File: config.mk
export PLATFORM = sky130hd
export DESIGN_NAME = blink_round_sequencer
export DESIGN_NICKNAME = d
export VERILOG_FILES = /design/src/rtl/blink_round_sequencer.sv
export SDC_FILE = /design/constraint.sdc
export NUM_CORES = 1
export LEC_CHECK = 0
export ABC_AREA = 1
export BUFFER_PORTS_ARGS = -buffer_cell sky130_fd_sc_hd__buf_2
export CORE_AREA = 2 2 251 253
export CTS_CLUSTER_SIZE = 14
export DETAILED_ROUTE_END_ITERATION = 10
export DIE_AREA = 0 0 253 255
export PLACE_DENSITY = 0.47
export SLEW_MARGIN = 20
export SYNTH_ARGS = -nofsm -noshare
export SYNTH_HDL_FRONTEND = slang
export SYNTH_SLANG_ARGS = --single-unit
export TNS_END_PERCENT = 50
File: constraint.sdc
create_clock -name clk -period 1.3 [get_ports clk]
set_clock_uncertainty 0.1 [all_clocks]
set_input_delay 0.26 -clock clk [delete_from_list [all_inputs] [get_ports clk]]
set_output_delay 0.26 -clock clk [all_outputs]
set_load 0.005 [all_outputs]
File: src/rtl/blink_round_sequencer.sv
// Iterative round controller for Blink-128: whitening on accept, NR shared-datapath rounds, result held until consumed.
// Optional abort input is compiled in with the BLINK_ABORT_EN macro.
module blink_round_sequencer #(
    parameter int NR = 16,
    parameter int CW = $clog2(NR + 1)
) (
    input  logic          clk,
    input  logic          rst_n,
    input  logic          in_valid,
    output logic          in_ready,
    input  logic [127:0]  in_data,
    output logic          out_valid,
    input  logic          out_ready,
    output logic [127:0]  out_data,
    output logic [CW-1:0] rk_idx,
    input  logic [127:0]  rk,
    output logic [127:0]  rf_in,
    input  logic [127:0]  rf_out,
    output logic          busy
`ifdef BLINK_ABORT_EN
    ,
    input  logic          abort
`endif
);

    typedef enum logic [1:0] {
        ST_IDLE = 2'd0,
        ST_RUN  = 2'd1,
        ST_DONE = 2'd2
    } st_t;

    localparam logic [CW-1:0] NR_C  = CW'(NR);
    localparam logic [CW-1:0] ONE_C = CW'(1);

    st_t           r_st;
    st_t           w_st_next;
    logic [127:0]  r_state;
    logic [127:0]  w_state_next;
    logic [CW-1:0] r_rnd;
    logic [CW-1:0] w_rnd_next;
    logic          w_abort;

`ifdef BLINK_ABORT_EN
    assign w_abort = abort;
`else
    assign w_abort = 1'b0;
`endif

    always_ff @(posedge clk) begin
        if (!rst_n) begin
            r_st    <= ST_IDLE;
            r_state <= '0;
            r_rnd   <= '0;
        end else begin
            r_st    <= w_st_next;
            r_state <= w_state_next;
            r_rnd   <= w_rnd_next;
        end
    end

    // rk is the key-0 value whenever a block is loaded, because rk_idx is 0 outside RUN.
    always_comb begin
        w_st_next    = r_st;
        w_state_next = r_state;
        w_rnd_next   = r_rnd;
        case (r_st)
            ST_IDLE: begin
                if (in_valid) begin
                    w_state_next = in_data ^ rk;
                    w_rnd_next   = ONE_C;
                    w_st_next    = ST_RUN;
                end
            end
            ST_RUN: begin
                w_state_next = rf_out;
                if (r_rnd == NR_C) begin
                    w_st_next = ST_DONE;
                end else begin
                    w_rnd_next = r_rnd + ONE_C;
                end
            end
            ST_DONE: begin
                if (out_ready) begin
                    if (in_valid) begin
                        w_state_next = in_data ^ rk;
                        w_rnd_next   = ONE_C;
                        w_st_next    = ST_RUN;
                    end else begin
                        w_st_next = ST_IDLE;
                    end
                end
            end
            default: begin
                w_st_next = ST_IDLE;
            end
        endcase
        if (w_abort && (r_st != ST_IDLE)) begin
            w_st_next    = ST_IDLE;
            w_state_next = '0;
            w_rnd_next   = '0;
        end
    end

    // An abort in DONE cancels the handshake, so the producer must not see ready either.
    always_comb begin
        in_ready = 1'b0;
        case (r_st)
            ST_IDLE: in_ready = 1'b1;
            ST_DONE: in_ready = out_ready & ~w_abort;
            default: in_ready = 1'b0;
        endcase
    end

    assign out_valid = (r_st == ST_DONE);
    assign busy      = (r_st == ST_RUN);
    assign rk_idx    = (r_st == ST_RUN) ? r_rnd : '0;
    assign out_data  = r_state;
    assign rf_in     = r_state;

endmodule

**Word level (Yosys, flattened, before mapping)**

Index checks and enable logic that the tools add are counted.

- Input bits: 388
- Bits in latches: 0
- Register bits after elaboration: 135
- Bits in read-only memories: 0
- Memories kept: 0
- Word-level logic and storage cells: 31
- Memory bits (writable): 0
- Output and inout bits: 264

- Multiply operators: 0
- Bitwise gates (word level): 1
- Equal/unequal tests: 7
- Add/sub/neg operators: 1
- Divide/modulo/power cells: 0
- Shift-type cells: 0
- Order comparisons: 0
- Reductions and logical operators: 5
- Mux-type cells: 14

Operator list:

| cell | count |
|---|---|
| 128-bit one-hot mux with 3 select lines | 1 |
| 128-bit two-way mux | 2 |
| 128-bit bitwise XOR | 1 |
| 5-bit two-way mux | 4 |
| 5-bit one-hot mux with 3 select lines | 1 |
| 2-bit two-way mux | 3 |
| 2-bit one-hot mux with 3 select lines | 1 |
| 3-bit AND reduction | 2 |
| 5-bit by 1-bit adder with 5-bit output, second input constant | 1 |
| 5-bit equality test, second input constant | 1 |
| 2-bit by 1-bit != test with 1-bit output, second input constant | 2 |
| 2-bit != test, second input constant | 2 |
| 3-bit nonzero test | 1 |
| 2-bit by 1-bit equality test with 1-bit output, second input constant | 1 |
| 2-bit equality test, second input constant | 1 |
| 2-bit zero test | 1 |
| 1-bit one-hot mux with 2 select lines | 1 |
| 2-bit AND reduction | 1 |
| 1-bit two-way mux | 1 |

**Depth between registers and ports, before layout**

Gate-level depths: netlist of run 1.

- Depth in word-level cells: 4
- Mapped depth: 10
- Depth with buffers taken out: 10

**Least setup slack after synthesis of run 1**

OpenSTA, ideal clock, no wires.

- Kind: reg-to-reg
- Start: register r_st[1]
- End: register r_state[100], in the netlist out_data[100]
- Arrival time: 1.141 ns
- Setup slack: -0.059 ns
- Cell stages (with the launch flop): 8
- Buffers on the path: 2
- Path through: dfxtp_1 -> inv_1 -> nand2_1 -> buf_2 -> buf_2 -> nor2_1 -> nor3_1 -> nor2_1

- Cells in the longest elaborated chain, start to end: 3

RTL lines:

| item | RTL line | source |
|---|---|---|
| from (decl) | 35 | `st_t r_st;` |
| from (signal assigned) | 55 | `r_st <= w_st_next;` |
| 2-bit equality test, or another cell as far along | 66 | `case (r_st)` |
| 2-bit by 1-bit != test with 1-bit output (no line) / 3-bit nonzero test (equally long branches) | - |  |
| 2-bit AND reduction (no line) | - |  |
| to (signal assigned) | 56 | `r_state <= w_state_next;` |
| to (decl) | 37 | `logic [127:0] r_state;` |

Several ways; a longest one is shown, not always the timed one.
A chain may end at the register's enable or synchronous reset.

**Final worst setup path of run 1**

- Start: register r_st[0]
- End: register r_state[60], in the netlist out_data[60]

The elaborated chain is that of the path after synthesis.

==> impl_metrics.prom, run 1 <==
# TYPE chip_impl_metric gauge
chip_impl_metric{name="hpwlAfterDp",unit="um"} 30200
chip_impl_metric{name="synth_area_per_cell",unit="um^2"} 5.75
chip_impl_metric{name="die_height",unit="um"} 255
chip_impl_metric{name="core",unit="mm^2"} 0.0622
chip_impl_metric{name="antenna_found_initial",unit=""} 1
chip_impl_metric{name="post-route-worst-setup-slack",unit="ps"} -431
chip_impl_info{name="synth.area.top_cells",value="sky130_fd_sc_hd__dfxtp_1 30%, sky130_fd_sc_hd__nor2_1 22%, sky130_fd_sc_hd__nand2_1 12%, sky130_fd_sc_hd__buf_4 11%, sky130_fd_sc_hd__nor3_1 7.1%"} 1
chip_impl_info{name="setup_repair_after_global_routing_missed_its_margin",value="true"} 1
chip_impl_metric{name="placementRows",unit=""} 92
chip_impl_metric{name="number_of_top_level_pins",unit=""} 652
chip_impl_metric{name="cap_viol_max_count",unit=""} 0
chip_impl_metric{name="finalSetupViolCount",unit=""} 206
chip_impl_metric{name="max_freq",unit="MHz"} 578
chip_impl_metric{name="slew_limit_fails",unit=""} 0
chip_impl_metric{name="cts-root-to-sink-buffers",unit=""} 2
chip_impl_metric{name="worstHoldPathCells",unit=""} 5
chip_impl_metric{name="syn_inst",unit=""} 1559
chip_impl_info{name="layout_commonest_cell",value="sky130_fd_sc_hd__buf_2"} 1
chip_impl_metric{name="critPathRequiredTime",unit="ps"} 1600
chip_impl_metric{name="synth-seq-cells",unit=""} 135
chip_impl_metric{name="drive_gt1_share",unit="%"} 51.6
chip_impl_metric{name="vias",unit=""} 11400
chip_impl_metric{name="leakage_power",unit="nW"} 8.79
chip_impl_metric{name="worst_setup_hold_path_clk_slew",unit="ps"} 60
chip_impl_info{name="run_status",value="finished with violations"} 1
chip_impl_metric{name="initial_core_util",unit="%"} 14.4
chip_impl_metric{name="grt_overflow_total",unit=""} 0
chip_impl_metric{name="multi_input_comb_area",unit="mm^2"} 0.00518
chip_impl_metric{name="post-route-min-period",unit="ps"} 1730
chip_impl_metric{name="worstRegToRegCells",unit=""} 10
chip_impl_info{name="r2r-start",value="r_st[0]"} 1
chip_impl_metric{name="post-synth-top-area-fraction",unit="%"} 30.1
chip_impl_metric{name="postSynthNetCount",unit=""} 1949
chip_impl_metric{name="drc",unit=""} 0
chip_impl_metric{name="arrival",unit="ps"} 2030
chip_impl_metric{name="grt.total_usage",unit="%"} 13.0
chip_impl_metric{name="io_buffers",unit=""} 651
chip_impl_info{name="hp-start",value="rf_out[76]"} 1
chip_impl_metric{name="fin_area",unit="mm^2"} 0.0163
chip_impl_metric{name="hold_viol_final",unit=""} 0
chip_impl_metric{name="seq_area_frac_synth",unit="%"} 30.1
chip_impl_metric{name="mean_routed_wirelength_per_cell",unit="um"} 14.7
chip_impl_metric{name="drt-initial-drc-count",unit=""} 396
chip_impl_metric{name="max-vdd-ir-drop",unit="mV"} 0.976
chip_impl_metric{name="grt_pass1_wl",unit="um"} 61200
chip_impl_metric{name="cts-htree-levels",unit=""} 4
chip_impl_metric{name="design.final.nets",unit=""} 2586
chip_impl_metric{name="die_w",unit="um"} 253
chip_impl_metric{name="max_slew.worst_pin.slew",unit="ps"} 554
chip_impl_info{name="timing.critical_path.from_type",value="flop"} 1
chip_impl_metric{name="worst_skew_pair.late_latency",unit="ps"} 460
chip_impl_info{name="cts_tree",value="done"} 1
chip_impl_metric{name="ys_types",unit=""} 17
chip_impl_info{name="violations",value="setup timing"} 1
chip_impl_metric{name="mappedNetlistArea",unit="mm^2"} 0.00897
chip_impl_info{name="worst_setup_path_end_kind",value="flop"} 1
chip_impl_metric{name="post_detailed_route_count_of_antenna_violating_nets",unit=""} 0
chip_impl_metric{name="cell_area_power_density",unit="mW/mm^2"} 1140
chip_impl_metric{name="pre_cts_slack",unit="ps"} -357
chip_impl_metric{name="design.die.area",unit="mm^2"} 0.0645
chip_impl_info{name="cell_accounting_for_the_most_synthesized_area",value="sky130_fd_sc_hd__dfxtp_1"} 1
chip_impl_metric{name="clock_sinks",unit=""} 135
chip_impl_metric{name="area.sequential",unit="mm^2"} 0.00299
chip_impl_info{name="final_cell_mix",value="530 x sky130_fd_sc_hd__buf_2, 524 x sky130_fd_sc_hd__nor2_1, 268 x sky130_fd_sc_hd__nand2_1"} 1
chip_impl_metric{name="yosys_warnings",unit=""} 0
chip_impl_metric{name="fill_cells",unit=""} 7017
chip_impl_info{name="reg2reg_to",value="out_data[60]"} 1
chip_impl_metric{name="area.growth.synth_to_final",unit="%"} 81.6
chip_impl_info{name="terminating_pin_of_the_worst_hold_path",value="out_data[76]"} 1
chip_impl_metric{name="maxSlewHeadroom",unit="%"} 63.1
chip_impl_metric{name="globalplace.congestion",unit=""} 0.814
chip_impl_metric{name="postPlaceCellArea",unit="mm^2"} 0.0126
chip_impl_info{name="criticalPathCategory",value="flop to flop"} 1
chip_impl_metric{name="totalWireLength",unit="um"} 44100
chip_impl_metric{name="via_count_of_the_first_global_routing_pass",unit=""} 10400
chip_impl_metric{name="grt_max_degree",unit=""} 78
chip_impl_metric{name="via_per_inst",unit=""} 3.78
chip_impl_metric{name="detail_route.first_pass.iterations",unit=""} 5
chip_impl_metric{name="numCtsBuffers",unit=""} 17
chip_impl_metric{name="finalCritPeriodShare",unit="%"} 133
chip_impl_metric{name="antennaDiodeCount",unit=""} 0
chip_impl_metric{name="worstPathMaxFanout",unit=""} 8
chip_impl_info{name="hold_path_class",value="input pin to flop"} 1
chip_impl_info{name="root_buffer",value="sky130_fd_sc_hd__clkbuf_16"} 1
chip_impl_metric{name="setup.reg_to_reg.worst_slack",unit="ps"} -430
[power by group]
| group | switching [mW] | internal (mW) | leakage, nW |
|---|---|---|---|
| sequential | 0.809 | 4.93 | 1.18 |
| combinational | 3.79 | 4.36 | 7.34 |
| clock | 2.01 | 2.71 | 0.276 |
[cell usage after synthesis]
library cell / count
sky130_fd_sc_hd__dfxtp_1: 135
sky130_fd_sc_hd__nor2_1: 531
sky130_fd_sc_hd__o21ai_1: 25
sky130_fd_sc_hd__clkbuf_1: 14
sky130_fd_sc_hd__nand2_1: 276
sky130_fd_sc_hd__buf_2: 57
sky130_fd_sc_hd__nand4_1: 2
sky130_fd_sc_hd__o211ai_1: 1
sky130_fd_sc_hd__nor3_1: 128
sky130_fd_sc_hd__ha_1: 2
sky130_fd_sc_hd__o21ai_0: 107
sky130_fd_sc_hd__inv_1: 142
sky130_fd_sc_hd__a21oi_1: 2
sky130_fd_sc_hd__a21oi_2: 1
sky130_fd_sc_hd__inv_2: 1
sky130_fd_sc_hd__buf_4: 128
sky130_fd_sc_hd__nand3_1: 7
[logic make-up (layout without fill, tap and decap cells)]
| group | count (synthesis) | in the layout | synth area share (%) |
|---|---|---|---|
| and+or+nand+nor | 944 | 944 | 41.5 |
| buffers and inverters | 342 | 992 | 20.5 |
| AOI/OAI and AO/OA | 136 | 136 | 7.66 |
| DFF | 135 | 135 | 30.1 |
| adders and majority gates | 2 | 2 | 0.279 |
[worst max path at each step]
| stage | start | end | slack, ps | cells after the start |
|---|---|---|---|---|
| final | r_st[0] | out_data[60] | -430 | 10 |
| after global routing | r_st[0] | out_data[59] | -510 | 11 |
| after CTS | r_st[1] | rk_idx[1] | -500 | 6 |
| after detailed placement | r_st[1] | out_data[114] | -360 | 8 |
| after global placement | r_st[1] | out_data[114] | -330 | 8 |
| after floorplan | r_st[1] | out_data[111] | -10 | 7 |
[sequential cells by signal, indices dropped and copies added (netlist names)]
name / count
r_rnd: 5
out_data: 128
r_st: 2
[critical path: stages (launching register included)]
cell	delay, ps
sky130_fd_sc_hd__dfxtp_4	370
sky130_fd_sc_hd__buf_6	130
sky130_fd_sc_hd__inv_4	60
sky130_fd_sc_hd__buf_4	120
sky130_fd_sc_hd__nand2_4	50
sky130_fd_sc_hd__a21oi_4	160
sky130_fd_sc_hd__buf_6	140
sky130_fd_sc_hd__buf_16	180
sky130_fd_sc_hd__buf_16	170
sky130_fd_sc_hd__o21ai_1	70
sky130_fd_sc_hd__nor2_1	120
[stage by stage]
step	power, mW	instances	utilization, %	TNS [ps]	hold slack, ps
floorplan	8.54	1559	-	-627	391
global placement	10.9	2876	20.3	-27560	419
detailed placement	10.9	2876	20.3	-31250	416
CTS	18.3	2976	24.7	-79200	0.903
global route	20.0	3008	26.2	-79170	38.3
finish	18.6	3008	26.2	-52840	59.8
[metal layers]
layer	share of wire [%]	wire (um)	track usage, %	vias to the layer above
met5	0.016	7	0	-
met1	42	18700	15.3	4982
met2	49	21400	22.1	398
li1	-	-	-	5947
met4	2.7	1210	5.27	2
met3	6.2	2750	3.60	51
[repair_timing]
| item | CTS | global route |
|---|---|---|
| setup endpoints to repair | 399 | 399 |
| gates resized for setup | 403 | 232 |
| pin swaps | 14 | 24 |
| cloned | 23 | 0 |
| buffers inserted | 37 | 35 |
| endpoints found under the hold margin | 9 | 0 |
| hold buffers | 9 | 0 |
[cell type report]
type / count / share of cell area (%)
repair buffers: 817 / 36.9
inverters: 143 / 3.37
flip-flops and latches: 135 / 18.4
well taps: 799 / 6.14
clock buffers: 20 / 2.80
clock inverters: 12 / 0.622
multi-input cells: 1082 / 31.8
Power figures use the tool's default switching activity.
==> run 2: changes to the inputs <==
CORE_AREA = 2 2 250 252   (was 2 2 251 253)
DIE_AREA = 0 0 252 254   (was 0 0 253 255)
==> impl_metrics.prom, run 2 (synthesis gave the netlist of run 1 again) <==
# TYPE chip_impl_metric gauge
chip_impl_info{name="run_status",value="finished with violations"} 1
chip_impl_info{name="violations",value="setup timing"} 1
chip_impl_metric{name="grt_max_degree",unit=""} 62
chip_impl_metric{name="core",unit="mm^2"} 0.0613
chip_impl_metric{name="grt_pass1_wl",unit="um"} 64300
chip_impl_metric{name="leakage_power",unit="nW"} 8.75
chip_impl_metric{name="arrival",unit="ps"} 2090
chip_impl_info{name="worst_setup_path_end_kind",value="flop"} 1
chip_impl_metric{name="max_slew.worst_pin.slew",unit="ps"} 511
chip_impl_metric{name="cts-root-to-sink-buffers",unit=""} 2
chip_impl_metric{name="placementRows",unit=""} 91
chip_impl_info{name="root_buffer",value="sky130_fd_sc_hd__clkbuf_16"} 1
chip_impl_metric{name="design.final.nets",unit=""} 2575
chip_impl_metric{name="io_buffers",unit=""} 651
chip_impl_metric{name="antennaDiodeCount",unit=""} 0
chip_impl_metric{name="mean_routed_wirelength_per_cell",unit="um"} 15.1
chip_impl_info{name="cts_tree",value="done"} 1
chip_impl_metric{name="design.die.area",unit="mm^2"} 0.0640
chip_impl_metric{name="grt_overflow_total",unit=""} 0
chip_impl_metric{name="cts-htree-levels",unit=""} 4
chip_impl_info{name="cp_cell_sequence",value="buf_6 > inv_4 > nand2_4 > buf_6 > nor2_4 > a21oi_4 > buf_12 > buf_12 > buf_12 > buf_16 > o21ai_2 > nor2_1"} 1
chip_impl_metric{name="max-vdd-ir-drop",unit="mV"} 0.948
chip_impl_metric{name="largest_register_ffs",unit=""} 128
chip_impl_metric{name="via_per_inst",unit=""} 3.85
chip_impl_metric{name="postPlaceCellArea",unit="mm^2"} 0.0127
chip_impl_metric{name="worstPathBufferInverterCount",unit=""} 7
chip_impl_metric{name="worst_skew_pair.late_latency",unit="ps"} 470
chip_impl_metric{name="maxSlewHeadroom",unit="%"} 66.0
chip_impl_info{name="criticalPathCategory",value="flop to flop"} 1
chip_impl_info{name="setup_repair_after_global_routing_missed_its_margin",value="true"} 1
chip_impl_metric{name="max_freq",unit="MHz"} 548
chip_impl_metric{name="post-route-worst-setup-slack",unit="ps"} -526
chip_impl_metric{name="finalCritPeriodShare",unit="%"} 140
chip_impl_metric{name="detail_route.first_pass.iterations",unit=""} 6
chip_impl_metric{name="die_w",unit="um"} 252
chip_impl_info{name="crit_path_top_cell_by_count",value="sky130_fd_sc_hd__buf_12"} 1
chip_impl_metric{name="antenna_found_initial",unit=""} 3
chip_impl_metric{name="post-route-min-period",unit="ps"} 1830
chip_impl_metric{name="initial_core_util",unit="%"} 14.6
chip_impl_info{name="critPathTopFamily",value="buffers and inverters"} 1
chip_impl_metric{name="slowest_stage_delay_on_critical_path",unit="ps"} 370
chip_impl_metric{name="fin_area",unit="mm^2"} 0.0160
chip_impl_metric{name="setup.reg_to_reg.worst_slack",unit="ps"} -530
chip_impl_info{name="crit_start",value="r_st[0]"} 1
chip_impl_metric{name="number_of_logic_stages_on_the_critical_path_including_buffering",unit=""} 12
chip_impl_metric{name="die_height",unit="um"} 254
chip_impl_metric{name="critPathRequiredTime",unit="ps"} 1570
chip_impl_info{name="layout_commonest_cell",value="sky130_fd_sc_hd__buf_2"} 1
chip_impl_metric{name="cell_area_power_density",unit="mW/mm^2"} 1170
chip_impl_metric{name="worst_setup_hold_path_clk_slew",unit="ps"} 60
chip_impl_metric{name="hpwlAfterDp",unit="um"} 30600
chip_impl_metric{name="worstRegToRegCells",unit=""} 12
chip_impl_metric{name="vias",unit=""} 11500
chip_impl_metric{name="area.growth.synth_to_final",unit="%"} 78.8
chip_impl_info{name="timing.critical_path.from_type",value="flop"} 1
chip_impl_metric{name="hold_viol_final",unit=""} 0
chip_impl_metric{name="grt.total_usage",unit="%"} 13.7
chip_impl_metric{name="drive_gt1_share",unit="%"} 47.9
chip_impl_info{name="hold_path_class",value="input pin to flop"} 1
chip_impl_metric{name="numCtsBuffers",unit=""} 17
chip_impl_metric{name="drc",unit=""} 0
chip_impl_metric{name="via_count_of_the_first_global_routing_pass",unit=""} 10900
chip_impl_metric{name="slew_limit_fails",unit=""} 0
chip_impl_metric{name="drt-initial-drc-count",unit=""} 574
chip_impl_metric{name="post_detailed_route_count_of_antenna_violating_nets",unit=""} 0
chip_impl_info{name="reg2reg_to",value="out_data[13]"} 1
chip_impl_metric{name="cap_viol_max_count",unit=""} 0
chip_impl_metric{name="number_of_top_level_pins",unit=""} 652
chip_impl_metric{name="worstPathMaxFanout",unit=""} 8
chip_impl_info{name="cell_with_the_largest_stage_delay_on_the_worst_path",value="sky130_fd_sc_hd__dfxtp_4"} 1
chip_impl_info{name="setup_crit_end",value="out_data[13]"} 1
chip_impl_metric{name="clock_sinks",unit=""} 135
chip_impl_metric{name="totalWireLength",unit="um"} 45100
chip_impl_info{name="hp-start",value="rf_out[77]"} 1
chip_impl_info{name="final_cell_mix",value="590 x sky130_fd_sc_hd__buf_2, 520 x sky130_fd_sc_hd__nor2_1, 270 x sky130_fd_sc_hd__nand2_1"} 1
chip_impl_metric{name="finalSetupViolCount",unit=""} 384
chip_impl_metric{name="worstHoldPathCells",unit=""} 5
chip_impl_info{name="r2r-start",value="r_st[0]"} 1
chip_impl_metric{name="finalSetupTns",unit="ps"} -69710
chip_impl_metric{name="globalplace.congestion",unit=""} 0.809
[run 2: changes by cell type in the layout (fill, tap and decap cells not counted), sizes merged]
cell	change
bufinv	+1
dlygate4sd3	-3
inv	-2
bufbuf	+2
buf	-10
clkinvlp	+1
[run 2: cell type report]
cell class / count / area (um^2)
Fill cell: 6940 / 45200
Timing Repair Buffer: 806 / 5840
Multi-Input combinational cell: 1082 / 5260
Sequential cell: 135 / 2820
Tap cell: 790 / 988
Inverter: 143 / 546
Clock buffer: 20 / 457
Clock inverter: 12 / 126
[run 2: metal layers]
metal / global-route usage [%] / vias to the layer above / part of all wire, % / wire, um
li1: - / 5951 / - / -
met1: 16.5 / 5078 / 42 / 19100
met2: 23.6 / 430 / 49 / 22100
met3: 3.24 / 46 / 6.1 / 2730
met4: 5.09 / 4 / 2.3 / 1050
met5: 0 / - / 0.064 / 29
[run 2: where the power goes]
group / internal, mW / switching [mW] / leakage (nW)
Clock: 2.91 / 2.07 / 0.286
Combinational: 4.31 / 3.88 / 7.32
Sequential: 4.82 / 0.780 / 1.14
Total: 12.0 / 6.73 / 8.75
[run 2: worst min path at each step]
stage,end,slack (ps)
6_report,out_data[77],50
5_1_grt,out_data[102],40
4_1_cts,out_data[82],0.5
3_5_place_dp,out_data[112],420
3_3_place_gp,out_data[112],420
2_1_floorplan,r_rnd[4],390
[run 2: worst reg2reg max path, stage by stage (launching register included)]
cell and delay [ps]:
sky130_fd_sc_hd__dfxtp_4 370, sky130_fd_sc_hd__buf_6 140, sky130_fd_sc_hd__inv_4 60, sky130_fd_sc_hd__nand2_4 50
sky130_fd_sc_hd__buf_6 110, sky130_fd_sc_hd__nor2_4 100, sky130_fd_sc_hd__a21oi_4 50, sky130_fd_sc_hd__buf_12 150
sky130_fd_sc_hd__buf_12 150, sky130_fd_sc_hd__buf_12 120, sky130_fd_sc_hd__buf_16 150, sky130_fd_sc_hd__o21ai_2 130
sky130_fd_sc_hd__nor2_1 40
[run 2: metrics by stage]
step / power, mW / utilization (%) / worst slack [ps] / hold WS [ps] / std cells
after floorplan: 8.54 / - / -9.77 / 391 / 1559
after global placement: 10.9 / 20.7 / -294 / 418 / 2879
after detailed placement: 10.9 / 20.7 / -305 / 418 / 2879
after CTS: 19.1 / 25.9 / -551 / 0.469 / 2986
after global routing: 20.1 / 26.2 / -601 / 39.8 / 2988
final: 18.8 / 26.2 / -526 / 46.5 / 2988
[run 2: timing repair]
action	CTS	global route
gates cloned	25	0
endpoints found under the setup margin	399	399
setup buffers	45	3
hold endpoints to repair	6	0
gates resized for setup	479	42
hold buffers	6	0
pin swaps	27	26
==> run 3: changes to the inputs <==
CELL_PAD_IN_SITES_DETAIL_PLACEMENT = 1   (was unset)
CELL_PAD_IN_SITES_GLOBAL_PLACEMENT = 1   (was unset)
CORE_AREA = 2 2 254 256   (was 2 2 250 252)
DIE_AREA = 0 0 256 258   (was 0 0 252 254)
PLACE_DENSITY = 0.62   (was 0.47)
==> impl_metrics.prom, run 3 (synthesis gave the netlist of run 1 again) <==
# TYPE chip_impl_metric gauge
chip_impl_metric{name="vias",unit=""} 11700
chip_impl_info{name="timing.critical_path.from_type",value="flop"} 1
chip_impl_metric{name="cap_viol_max_count",unit=""} 0
chip_impl_metric{name="drc",unit=""} 0
chip_impl_metric{name="comb_power_share",unit="%"} 41.6
chip_impl_metric{name="design.final.nets",unit=""} 2553
chip_impl_metric{name="initial_core_util",unit="%"} 14.1
chip_impl_metric{name="numCtsBuffers",unit=""} 17
chip_impl_metric{name="via_count_of_the_first_global_routing_pass",unit=""} 11600
chip_impl_metric{name="design.die.area",unit="mm^2"} 0.0660
chip_impl_metric{name="placementRows",unit=""} 93
chip_impl_metric{name="drt-initial-drc-count",unit=""} 358
chip_impl_metric{name="cts-htree-levels",unit=""} 4
chip_impl_metric{name="worst_skew_pair.late_latency",unit="ps"} 460
chip_impl_metric{name="sequentialPowerShare",unit="%"} 29.4
chip_impl_metric{name="slew_limit_fails",unit=""} 0
chip_impl_info{name="setup_repair_after_global_routing_missed_its_margin",value="true"} 1
chip_impl_metric{name="power.share.switching",unit="%"} 36.3
chip_impl_metric{name="hold_viol_final",unit=""} 0
chip_impl_metric{name="grt_pass1_wl",unit="um"} 67300
chip_impl_metric{name="die_w",unit="um"} 256
chip_impl_info{name="run_status",value="finished with violations"} 1
chip_impl_metric{name="netSwitchingPower",unit="mW"} 6.74
chip_impl_metric{name="die_height",unit="um"} 258
chip_impl_metric{name="cts-root-to-sink-buffers",unit=""} 2
chip_impl_metric{name="maxSlewHeadroom",unit="%"} 72.2
chip_impl_info{name="hold_path_class",value="input pin to flop"} 1
chip_impl_metric{name="detail_route.first_pass.iterations",unit=""} 6
chip_impl_info{name="root_buffer",value="sky130_fd_sc_hd__clkbuf_16"} 1
chip_impl_metric{name="arrival",unit="ps"} 2050
chip_impl_info{name="setup_crit_end",value="out_data[78]"} 1
chip_impl_metric{name="globalplace.congestion",unit=""} 0.818
chip_impl_metric{name="final-instance-count-excl-fill",unit=""} 3031
chip_impl_info{name="violations",value="setup timing"} 1
chip_impl_metric{name="fill_cells",unit=""} 8081
chip_impl_metric{name="worst_setup_hold_path_clk_slew",unit="ps"} 70
chip_impl_metric{name="worstRegToRegCells",unit=""} 11
chip_impl_metric{name="max_slew.worst_pin.slew",unit="ps"} 417
chip_impl_metric{name="max-vdd-ir-drop",unit="mV"} 0.836
chip_impl_metric{name="grt_overflow_total",unit=""} 0
chip_impl_metric{name="leakage_power",unit="nW"} 8.58
chip_impl_info{name="r2r-start",value="r_st[1]"} 1
chip_impl_metric{name="post-route-worst-setup-slack",unit="ps"} -499
chip_impl_info{name="criticalPathCategory",value="flop to flop"} 1
chip_impl_metric{name="hpwlAfterDp",unit="um"} 33300
chip_impl_metric{name="largest_register_ffs",unit=""} 128
chip_impl_metric{name="io_buffers",unit=""} 651
chip_impl_metric{name="clock_sinks",unit=""} 135
chip_impl_metric{name="post-route-min-period",unit="ps"} 1800
chip_impl_info{name="layout_commonest_cell",value="sky130_fd_sc_hd__buf_2"} 1
chip_impl_metric{name="worstPathMaxFanout",unit=""} 11
chip_impl_metric{name="finalSetupTns",unit="ps"} -62990
chip_impl_metric{name="fin_area",unit="mm^2"} 0.0157
chip_impl_metric{name="antenna_found_initial",unit=""} 3
chip_impl_metric{name="area.growth.synth_to_final",unit="%"} 74.8
chip_impl_metric{name="grt_max_degree",unit=""} 67
chip_impl_metric{name="power.clock.fraction",unit="%"} 29.0
chip_impl_metric{name="via_per_inst",unit=""} 3.85
chip_impl_metric{name="post-route-util",unit="%"} 24.6
chip_impl_metric{name="core",unit="mm^2"} 0.0636
chip_impl_metric{name="drive_gt1_share",unit="%"} 46.8
chip_impl_metric{name="post-layout-total-power",unit="mW"} 18.6
chip_impl_info{name="worst_setup_path_end_kind",value="flop"} 1
chip_impl_metric{name="number_of_top_level_pins",unit=""} 652
chip_impl_metric{name="dp_cells",unit=""} 2943
chip_impl_info{name="final_cell_mix",value="633 x sky130_fd_sc_hd__buf_2, 499 x sky130_fd_sc_hd__nor2_1, 253 x sky130_fd_sc_hd__nand2_1"} 1
chip_impl_metric{name="cts_hold_buffers",unit=""} 0
chip_impl_metric{name="post_detailed_route_count_of_antenna_violating_nets",unit=""} 0
chip_impl_info{name="crit_start",value="r_st[1]"} 1
chip_impl_metric{name="grt.total_usage",unit="%"} 13.4
chip_impl_metric{name="cell_area_power_density",unit="mW/mm^2"} 1190
chip_impl_info{name="cts_tree",value="done"} 1
chip_impl_metric{name="multi_input_comb_area",unit="mm^2"} 0.00540
chip_impl_metric{name="cell_internal_pwr",unit="mW"} 11.8
chip_impl_metric{name="finalCritPeriodShare",unit="%"} 138
chip_impl_metric{name="mean_routed_wirelength_per_cell",unit="um"} 15.9
chip_impl_metric{name="postPlaceCellArea",unit="mm^2"} 0.0128
chip_impl_info{name="reg2reg_to",value="out_data[78]"} 1
chip_impl_metric{name="totalWireLength",unit="um"} 48200
chip_impl_metric{name="max_freq",unit="MHz"} 556
chip_impl_metric{name="setup.reg_to_reg.worst_slack",unit="ps"} -500
chip_impl_metric{name="critPathRequiredTime",unit="ps"} 1550
chip_impl_metric{name="finalSetupViolCount",unit=""} 378
chip_impl_metric{name="area.sequential",unit="mm^2"} 0.00274
-- run 3: repair_timing --
| item | in CTS | in global routing |
|---|---|---|
| resized for setup | 181 | 235 |
| hold endpoints to repair | 0 | 0 |
| buffers inserted | 22 | 13 |
| setup endpoints to repair | 399 | 399 |
| pin swaps | 10 | 83 |
| cloned | 11 | 16 |
-- run 3: worst max-delay path, stage by stage (launching register included) --
cell and delay, ps:
sky130_fd_sc_hd__dfxtp_2 340, sky130_fd_sc_hd__inv_4 70, sky130_fd_sc_hd__nand2_8 60, sky130_fd_sc_hd__buf_4 140
sky130_fd_sc_hd__buf_12 130, sky130_fd_sc_hd__buf_16 170, sky130_fd_sc_hd__clkbuf_16 190, sky130_fd_sc_hd__buf_6 120
sky130_fd_sc_hd__nand2_1 50, sky130_fd_sc_hd__nor2_1 40, sky130_fd_sc_hd__nor3_2 180, sky130_fd_sc_hd__nor2_1 80
-- run 3: metrics by stage --
stage	setup WS, ps	hold slack [ps]
final	-499	47.9
after global routing	-559	38.5
after CTS	-547	4.18
after detailed placement	-330	432
after global placement	-302	415
after floorplan	-9.77	391
-- run 3: cell type report --
class | count | share of cell area (%)
Tap cell | 855 | 6.83
Inverter | 143 | 3.46
Clock buffer | 17 | 2.71
Sequential cell | 135 | 17.5
Clock inverter | 14 | 1.27
Timing Repair Buffer | 784 | 33.8
Multi-Input combinational cell | 1082 | 34.5
Antenna cell | 1 | 0.0160
-- run 3: worst min path at each step --
stage,slack [ps],end,start,cells after the start
after floorplan,390,r_rnd[4],r_rnd[4],2
after global placement,410,out_data[109],out_data[109],2
after detailed placement,430,out_data[118],out_data[118],2
after CTS,4,out_data[126],rf_out[126],5
after global routing,40,out_data[7],rf_out[7],5
final,50,out_data[126],rf_out[126],5
-- run 3: metal layers --
layer / routed length [um] / vias up / GRT usage [%]
met5: 16 / - / 0
met4: 1000 / 2 / 4.08
met3: 2340 / 49 / 3.16
met2: 25700 / 355 / 25.0
met1: 19100 / 5390 / 14.9
li1: - / 5870 / -
-- run 3: power groups by stage --
| stage | combinational, mW | clock (mW) | sequential [mW] |
|---|---|---|---|
| floorplan | 3.23 | 0 | 5.31 |
| global placement | 5.43 | 0 | 5.51 |
| detailed placement | 5.51 | 0 | 5.50 |
| CTS | 6.79 | 5.64 | 5.45 |
| global route | 8.53 | 5.79 | 5.56 |
| finish | 7.73 | 5.38 | 5.47 |
